File: src/rtl/change_dispenser.sv
// change_dispenser: pays out a change amount as coins, largest denomination
// first, one coin per req/ack handshake with the hopper driver. If a hopper
// is empty it falls back to smaller coins. Whatever cannot be paid is
// reported as shortfall when the transaction ends.
//
// Optional feature: define COIN_TIMEOUT_EN to abort a coin request after
// TIMEOUT_CYCLES cycles without coin_ack. The abort raises fault and ends
// the transaction. With the macro undefined, fault is tied low.
//
// Ports:
//   clk, rst_n           clock, synchronous active-low reset
//   start, amount        one-cycle dispense request and its amount in cents
//   q_empty/d_empty/n_empty  hopper empty flags
//   coin_req, coin_sel   eject request and coin type (0=Q, 1=D, 2=N)
//   coin_ack             hopper has ejected the requested coin
//   busy, done           transaction in progress / one-cycle completion pulse
//   shortfall            cents not paid, held until the next accepted start
//   q/d/n_count          coins of each type paid this transaction
//   fault                hopper timeout occurred this transaction
module change_dispenser #(
    parameter int unsigned Q_VAL = 25,
    parameter int unsigned D_VAL = 10,
    parameter int unsigned N_VAL = 5
`ifdef COIN_TIMEOUT_EN
    ,
    parameter int unsigned TIMEOUT_CYCLES = 1000
`endif
) (
    input  logic       clk,
    input  logic       rst_n,
    input  logic       start,
    input  logic [7:0] amount,
    input  logic       q_empty,
    input  logic       d_empty,
    input  logic       n_empty,
    output logic       coin_req,
    output logic [1:0] coin_sel,
    input  logic       coin_ack,
    output logic       busy,
    output logic       done,
    output logic [7:0] shortfall,
    output logic [5:0] q_count,
    output logic [5:0] d_count,
    output logic [5:0] n_count,
    output logic       fault
);

    localparam int unsigned AW = 8;
    localparam int unsigned CW = 6;
    localparam logic [AW-1:0] Q_AMT = AW'(Q_VAL);
    localparam logic [AW-1:0] D_AMT = AW'(D_VAL);
    localparam logic [AW-1:0] N_AMT = AW'(N_VAL);

    typedef enum logic [1:0] {
        S_IDLE   = 2'd0,
        S_SELECT = 2'd1,
        S_REQ    = 2'd2,
        S_DONE   = 2'd3
    } state_t;

    state_t          state, state_d;
    logic [AW-1:0]   remaining, remaining_d;
    logic            coin_req_d;
    logic [1:0]      coin_sel_d;
    logic            busy_d;
    logic            done_d;
    logic [AW-1:0]   shortfall_d;
    logic [CW-1:0]   q_count_d, d_count_d, n_count_d;
    logic            go_req;

`ifdef COIN_TIMEOUT_EN
    localparam int unsigned TW = $clog2(TIMEOUT_CYCLES + 1);
    localparam logic [TW-1:0] T_LAST = TW'(TIMEOUT_CYCLES - 1);

    logic [TW-1:0] tcnt, tcnt_d;
    logic          fault_d;
`endif

    // Next-state and next-output logic
    always_comb begin
        state_d     = state;
        remaining_d = remaining;
        coin_req_d  = coin_req;
        coin_sel_d  = coin_sel;
        busy_d      = busy;
        done_d      = 1'b0;
        shortfall_d = shortfall;
        q_count_d   = q_count;
        d_count_d   = d_count;
        n_count_d   = n_count;
        go_req      = 1'b0;
`ifdef COIN_TIMEOUT_EN
        tcnt_d      = tcnt;
        fault_d     = fault;
`endif

        case (state)
            S_IDLE: begin
                if (start) begin
                    remaining_d = amount;
                    q_count_d   = '0;
                    d_count_d   = '0;
                    n_count_d   = '0;
                    shortfall_d = '0;
                    busy_d      = 1'b1;
`ifdef COIN_TIMEOUT_EN
                    fault_d     = 1'b0;
`endif
                    state_d     = S_SELECT;
                end
            end

            S_SELECT: begin
                // Largest coin that fits and whose hopper is not empty
                if (remaining >= Q_AMT && !q_empty) begin
                    coin_sel_d = 2'd0;
                    go_req     = 1'b1;
                end else if (remaining >= D_AMT && !d_empty) begin
                    coin_sel_d = 2'd1;
                    go_req     = 1'b1;
                end else if (remaining >= N_AMT && !n_empty) begin
                    coin_sel_d = 2'd2;
                    go_req     = 1'b1;
                end

                if (go_req) begin
                    coin_req_d = 1'b1;
`ifdef COIN_TIMEOUT_EN
                    tcnt_d     = '0;
`endif
                    state_d    = S_REQ;
                end else begin
                    // Shortfall and done are set on entry so both are valid in DONE
                    done_d      = 1'b1;
                    shortfall_d = remaining;
                    state_d     = S_DONE;
                end
            end

            S_REQ: begin
                if (coin_ack) begin
                    case (coin_sel)
                        2'd0: begin
                            remaining_d = remaining - Q_AMT;
                            q_count_d   = q_count + 6'd1;
                        end
                        2'd1: begin
                            remaining_d = remaining - D_AMT;
                            d_count_d   = d_count + 6'd1;
                        end
                        2'd2: begin
                            remaining_d = remaining - N_AMT;
                            n_count_d   = n_count + 6'd1;
                        end
                        default: ;
                    endcase
                    coin_req_d = 1'b0;
                    state_d    = S_SELECT;
                end
`ifdef COIN_TIMEOUT_EN
                else if (tcnt == T_LAST) begin
                    // Hopper stuck: give up, coin not counted
                    coin_req_d  = 1'b0;
                    fault_d     = 1'b1;
                    done_d      = 1'b1;
                    shortfall_d = remaining;
                    state_d     = S_DONE;
                end else begin
                    tcnt_d = tcnt + 1'b1;
                end
`endif
            end

            S_DONE: begin
                busy_d  = 1'b0;
                state_d = S_IDLE;
            end

            default: state_d = S_IDLE;
        endcase
    end

    // State and output registers
    always_ff @(posedge clk) begin
        if (!rst_n) begin
            state     <= S_IDLE;
            remaining <= '0;
            coin_req  <= 1'b0;
            coin_sel  <= 2'd0;
            busy      <= 1'b0;
            done      <= 1'b0;
            shortfall <= '0;
            q_count   <= '0;
            d_count   <= '0;
            n_count   <= '0;
        end else begin
            state     <= state_d;
            remaining <= remaining_d;
            coin_req  <= coin_req_d;
            coin_sel  <= coin_sel_d;
            busy      <= busy_d;
            done      <= done_d;
            shortfall <= shortfall_d;
            q_count   <= q_count_d;
            d_count   <= d_count_d;
            n_count   <= n_count_d;
        end
    end

`ifdef COIN_TIMEOUT_EN
    // Request timeout counter and fault flag
    always_ff @(posedge clk) begin
        if (!rst_n) begin
            tcnt  <= '0;
            fault <= 1'b0;
        end else begin
            tcnt  <= tcnt_d;
            fault <= fault_d;
        end
    end
`else
    assign fault = 1'b0;
`endif

endmodule

File: config.mk
export PLATFORM = sky130hd
export DESIGN_NAME = change_dispenser
export DESIGN_NICKNAME = d
export VERILOG_FILES = /design/src/rtl/change_dispenser.sv
export SDC_FILE = /design/constraint.sdc
export NUM_CORES = 1
export LEC_CHECK = 0
export BUFFER_PORTS_ARGS = -buffer_cell sky130_fd_sc_hd__buf_4
export CAP_MARGIN = 20
export CORE_ASPECT_RATIO = 1.4
export CORE_MARGIN = 2
export CORE_UTILIZATION = 40
export DETAILED_ROUTE_END_ITERATION = 6
export GPL_ROUTABILITY_DRIVEN = 0
export PLACE_DENSITY = 0.66
export SKIP_LAST_GASP = 1
export SYNTH_ARGS = -nofsm -noshare
export SYNTH_HDL_FRONTEND = slang
export SYNTH_SLANG_ARGS = --single-unit
File: constraint.sdc
create_clock -name clk -period 4.73 [get_ports clk]
set_clock_uncertainty 0.1 [all_clocks]
set_input_delay 0.2365 -clock clk [delete_from_list [all_inputs] [get_ports clk]]
set_output_delay 0.2365 -clock clk [all_outputs]
set_load 0.01 [all_outputs]
==> flow_summary.toml, run 1 <==
[synth]
yosys_warnings = 0
yosys.area.top_type = "dfxtp_1"
synth_fp_nets = 327
synth_top_area_share_pct = 34.3
synth_top_family_by_area = "simple AND/OR/NAND/NOR gates"
synth_top_cells_by_count = "dfxtp_1, nand2_1, nor2_1"
synth_fa_ha_area_share_pct = 6.27
syn_area_um2 = 2390
synth_cell_types = 47
ys_async_sr_fraction_pct = 0
synth-simple-area-share_pct = 22.2
yosysSeqAreaShare_pct = 34.3
synthMostInstantiatedCell = "dfxtp_1"
synth_area_leaders = "dfxtp_1, ha_1, nand2_1"
synth-seq-cells = 41
muxShareOfSynthArea_pct = 4.23
synth_xor_area_share_pct = 5.85
synth_compound_area_share_pct = 21.8
synthCells = 300
ys.flop_type = "dfxtp_1"
syn_avg_cell_area_um2 = 7.98
synth_edf_count = 0

[cts]
cts-htree-levels = 2
cts_tree = "done"
cts_root_buffer = "clkbuf_8"
clock_sinks = 41
clkSlewWorstSetupHoldPaths_ns = 0.08
cts_inserted_buffers = 5
cts_hold_buf = 0
clk_latency_ns = 0.30
clock_path_buffers = 2
post-cts-setup-buffers = 0
cts_resized = 0

[run]
cap_violations = 0

[power]
vdd_drop_max_uv = 128
leakagePower_uw = 0.00117
p_per_area_nw_per_um2 = 329

[drt]
viasPerCell = 5.54
drt-initial-drc-count = 83
dr_total_vias = 2248
highest_layer = "met4"
routedWlPerCell_um = 14.6
drtAntennaViolNets = 0
wl_met1_um = 2370
route.met3.wl_um = 233
drc = 0
drtPass1Iterations = 5
wl_um = 5920
met2_length_um = 3160

[die]
dieArea_um2 = 6630
initial_core_util_pct = 41.1
core-area_um2 = 5820
die_w_um = 69.4
fp.dieH_um = 95.6
num_io_pins = 47
row_count = 33

[global_routing]
grt-ovfl-total = 0
antenna_found_initial = 0
grt_use_total_pct = 18.4
grt_max_degree = 22
first_global_vias = 2199
grt_pass1_wl_um = 9910

[critical_path]
cp_max_fo = 16
critPathKind = "reg2reg"
rr_worst_depth = 7
crit_arrival_ns = 2.76
crit_slowest_cell = "a21oi_1"
worstSetupStartpoint = "coin_sel[1]$_SDFFE_PN0P_"
crit_chain = "inv_1, ha_1, o311ai_1, a21oi_1, o21ai_0, a22oi_1, nor2_1"
required_ns = 4.81
setup.worst_path.start_class = "flop"
r2r_slack_ns = 2.05
cpPeakStageDelay_ns = 0.83
worstSetupEndpoint = "remaining[0]$_SDFFE_PN0P_"
r2r_end = "remaining[0]$_SDFFE_PN0P_"
regToRegStartpoint = "coin_sel[1]$_SDFFE_PN0P_"
worst_setup_path_end_kind = "flop"

[hold_path]
hold_depth = 3
hold_path_class = "in2reg"

[sta]
finalHoldWorstSlack_ns = 0.117
hold_viol = 0
tns_ns = 0
max_freq_mhz = 374
maxSlewViolCount = 0
worstMarginPinSlew_ns = 0.975
rsz0062_at_grt = "no"
slew_headroom_pct = 35.0
fin_crit_ns = 2.68
finalCritPeriodShare_pct = 56.6
finalSetupViolCount = 0

[final_layout]
area_growth_pct = 20.6
drive_gt1_share_pct = 17.3
multi_input_area_um2 = 1450
regArea_um2 = 821
num-nets-final = 362
fin_cells = 406
n_antenna_cell = 0
fillers = 587
final_cell_area_um2 = 2890

[placed_design]
port_buffers = 45
placed_cells = 398
dpl_cell_area_um2 = 2750
place.detailed.hpwl_um = 4490

[outcome]
status = "finished clean"
==> sequential cells by signal (all words and copies together), names as in the netlist, 2 cells and up <==
| register | flops |
|---|---|
| n_count | 6 |
| state | 2 |
| coin_sel | 2 |
| q_count | 6 |
| remaining | 8 |
| shortfall | 8 |
| d_count | 6 |
==> cells by family (layout without fill, tap and decap cells) <==
family,after synthesis,count (layout)
AOI/OAI and AO/OA,78,78
xor gates and xnor gates,16,16
adders and majority gates,12,12
buffers and inverters,31,67
DFF,41,41
muxes,10,10
other,1,1
and+or+nand+nor,111,111
==> layout make-up <==
cell class              count  area share [%]
multi-input cells         228            50.2
flip-flops and latches     41            28.4
repair buffers             46            12.0
well taps                  70            3.03
clock buffers               5            2.38
clock inverters             3            2.38
inverters                  13            1.69
==> how the worst min path moves through the flow <==
stage | to | start | slack [ns]
final | remaining[6]$_SDFFE_PN0P_ | amount[6] | 0.12
after global routing | coin_sel[0]$_SDFFE_PN0P_ | d_empty | 0.12
after CTS | remaining[6]$_SDFFE_PN0P_ | amount[6] | 0.11
after detailed placement | shortfall[0]$_SDFFE_PN0P_ | shortfall[0]$_SDFFE_PN0P_ | 0.36
after global placement | shortfall[2]$_SDFFE_PN0P_ | shortfall[2]$_SDFFE_PN0P_ | 0.35
after floorplan | remaining[4]$_SDFFE_PN0P_ | amount[4] | 0.30
==> cell usage in the layout (no fill, tap or decap), types with 2 or more instances in the layout <==
master / n
buf_4: 46
dfxtp_1: 41
nand2_1: 36
nor2_1: 28
a21oi_1: 20
nand3_1: 14
inv_1: 13
nand2b_1: 13
o21ai_0: 13
ha_1: 12
mux2i_1: 9
xor2_1: 9
a31oi_1: 8
nor2b_1: 7
nand4_1: 7
xnor2_1: 7
o211ai_1: 5
clkbuf_8: 5
a211oi_1: 4
o31ai_1: 3
o41ai_1: 3
o2111ai_1: 3
o21a_1: 2
o21ai_1: 2
a22oi_1: 2
a311oi_1: 2
bufinv_16: 2
==> worst max-delay path: cells and delay by family (launching register included) <==
kind                       cells  cell delay, ns
AOI/OAI and AO/OA              4            1.49
adders and majority gates      1            0.48
DFF                            1            0.35
buffers and inverters          1            0.08
and+or+nand+nor                1            0.06
==> per-layer routing <==
metal	global-route usage (%)	up-vias
met4	8.99	0
met5	0	-
met2	35.7	65
met1	18.9	1040
met3	3.38	13
li1	-	1130
==> report_power, final <==
| part | switching, uW | internal, uW | total [uW] |
|---|---|---|---|
| Clock | 130 | 212 | 343 |
| Combinational | 121 | 85.6 | 207 |
| Sequential | 39.9 | 362 | 402 |
==> per-stage QoR <==
stage	setup WS [ns]	total power (uW)	utilization, %
after floorplan	2.68	553	-
after global placement	2.28	613	47.3
after detailed placement	2.12	615	47.3
after CTS	2.11	958	49.6
after global routing	1.69	1000	49.6
final	2.05	952	49.6
Power figures use the tool's default switching activity.
==> inputs of run 2 (changes only) <==
--- a/config.mk
+++ b/config.mk
@@ -12,7 +12,7 @@
 export CORE_UTILIZATION = 40
 export DETAILED_ROUTE_END_ITERATION = 6
 export GPL_ROUTABILITY_DRIVEN = 0
-export PLACE_DENSITY = 0.66
+export PLACE_DENSITY = 0.68
 export SKIP_LAST_GASP = 1
 export SYNTH_ARGS = -nofsm -noshare
 export SYNTH_HDL_FRONTEND = slang
==> constraint.sdc (replaced) <==
create_clock -name clk -period 2.2 [get_ports clk]
set_clock_uncertainty 0.1 [all_clocks]
set_input_delay 0.11 -clock clk [delete_from_list [all_inputs] [get_ports clk]]
set_output_delay 0.11 -clock clk [all_outputs]
set_load 0.01 [all_outputs]
==> flow_summary.toml, run 2 (synthesis results as in run 1) <==
[critical_path]
crit_slowest_cell = "dfxtp_1"
crit_chain = "inv_1, ha_1, a21oi_1, nand2_1, o211a_1, o311a_1"
critPathKind = "reg2reg"
worst_setup_path_end_kind = "flop"
setup.worst_path.start_class = "flop"
crit_arrival_ns = 2.17
cp_max_fo = 6
required_ns = 2.28
cpPeakStageDelay_ns = 0.46

[sta]
tns_ns = 0
maxSlewViolCount = 0
finalSetupViolCount = 0
rsz0062_at_grt = "no"
worstMarginPinSlew_ns = 0.544
setup_ws_ns = 0.116
fin_crit_ns = 2.08
slew_headroom_pct = 63.5
finalCritPeriodShare_pct = 94.7
hold_viol = 0
finalHoldWorstSlack_ns = 0.00863
max_freq_mhz = 480

[global_routing]
grt-ovfl-total = 0
grt_max_degree = 21
grt_pass1_wl_um = 10600
first_global_vias = 2286
grt_use_total_pct = 19.9
antenna_found_initial = 0

[final_layout]
drive_gt1_share_pct = 19.9
fillers = 561
reg.largest.list = "remaining (8), shortfall (8)"
mostFrequentLayoutCells = "buf_4, dfxtp_1, nand2_1"
num-nets-final = 378
area_growth_pct = 25.0
multi_input_area_um2 = 1460
final_util_pct = 51.4
n_antenna_cell = 0
regArea_um2 = 821
layout_commonest_cell = "buf_4"

[drt]
routedWlPerCell_um = 15.2
wl_um = 6410
drc = 0
viasPerCell = 5.64
drt-initial-drc-count = 103
drtPass1Iterations = 5
dr_total_vias = 2376
drtAntennaViolNets = 0

[cts]
cts_tree = "done"
clk_latency_ns = 0.30
cts-htree-levels = 2
clock_sinks = 41
clock_path_buffers = 2
clkSlewWorstSetupHoldPaths_ns = 0.08
cts_root_buffer = "clkbuf_8"
cts_inserted_buffers = 5
post-cts-setup-buffers = 0

[die]
die_w_um = 69.4
initial_core_util_pct = 41.1
core-area_um2 = 5820
dieArea_um2 = 6630
row_count = 33
fp.dieH_um = 95.6
num_io_pins = 47

[run]
cap_violations = 0

[power]
leakagePower_uw = 0.00124
p_per_area_nw_per_um2 = 659
vdd_drop_max_uv = 351

[placed_design]
place.detailed.hpwl_um = 4740
port_buffers = 45
dp_slack_ns = 0.145

[hold_path]
hold_path_class = "in2reg"

[outcome]
status = "finished clean"
## run 2: changes by cell type in the layout (fill, tap and decap cells not counted), sizes merged
cell	change
clkinv	+1
buf	+13
dlygate4sd3	+3
inv	-1
bufinv	-1
## run 2: cell type report
cell class | count | area share [%]
Clock inverter | 2 | 1.17
Inverter | 13 | 1.63
Clock buffer | 5 | 2.30
Sequential cell | 41 | 27.4
Multi-Input combinational cell | 228 | 48.8
Timing Repair Buffer | 62 | 15.8
Tap cell | 70 | 2.93
## run 2: critical path, delay by kind of cell (launching register included)
kind / cells / cell delay, ns
flip-flops: 1 / 0.46
adder cells (fa/ha/maj): 1 / 0.29
buffers and inverters: 1 / 0.14
AND/OR/NAND/NOR: 1 / 0.10
AO/OA/AOI/OAI: 3 / 0.87
## run 2: path summary, 6_finish.rpt
path                        startpoint                         to  slack (ns)  depth (start not counted)
max          remaining[2]$_SDFFE_PN0P_  remaining[7]$_SDFFE_PN0P_        0.12                          6
min reg2reg  shortfall[5]$_SDFFE_PN0P_  shortfall[5]$_SDFFE_PN0P_        0.37                          2
max reg2reg  remaining[2]$_SDFFE_PN0P_  remaining[7]$_SDFFE_PN0P_        0.12                          6
min                          amount[3]  remaining[3]$_SDFFE_PN0P_       0.009                          3
## run 2: power by group
group          internal (uW)  leakage, uW  total, uW  switching (uW)
sequential               779     0.000333        839            60.6
clock                    330    0.0000540        602             272
combinational            223     0.000852        532             308
## run 2: repair_timing
item	in CTS	in global routing
hold buffers	3	0
resized for setup	0	1
endpoints found under the setup margin	0	9
hold endpoints to repair	3	0
## run 2: layer usage
metal  part of all wire (%)  wire (um)  GRT usage (%)
met4                    3.2        202           12.1
met3                    5.3        338           3.38
met1                     38       2410           21.0
met2                     54       3460           36.7
met5                      0          0              0
## run 2: per-stage QoR
step                instances  instance area (um2)  total power [uW]
finish                    421                 2990              1970
global route              421                 2990              2070
CTS                       421                 2980              1970
detailed placement        411                 2850              1360
global placement          411                 2850              1360
floorplan                 300                 2390              1190
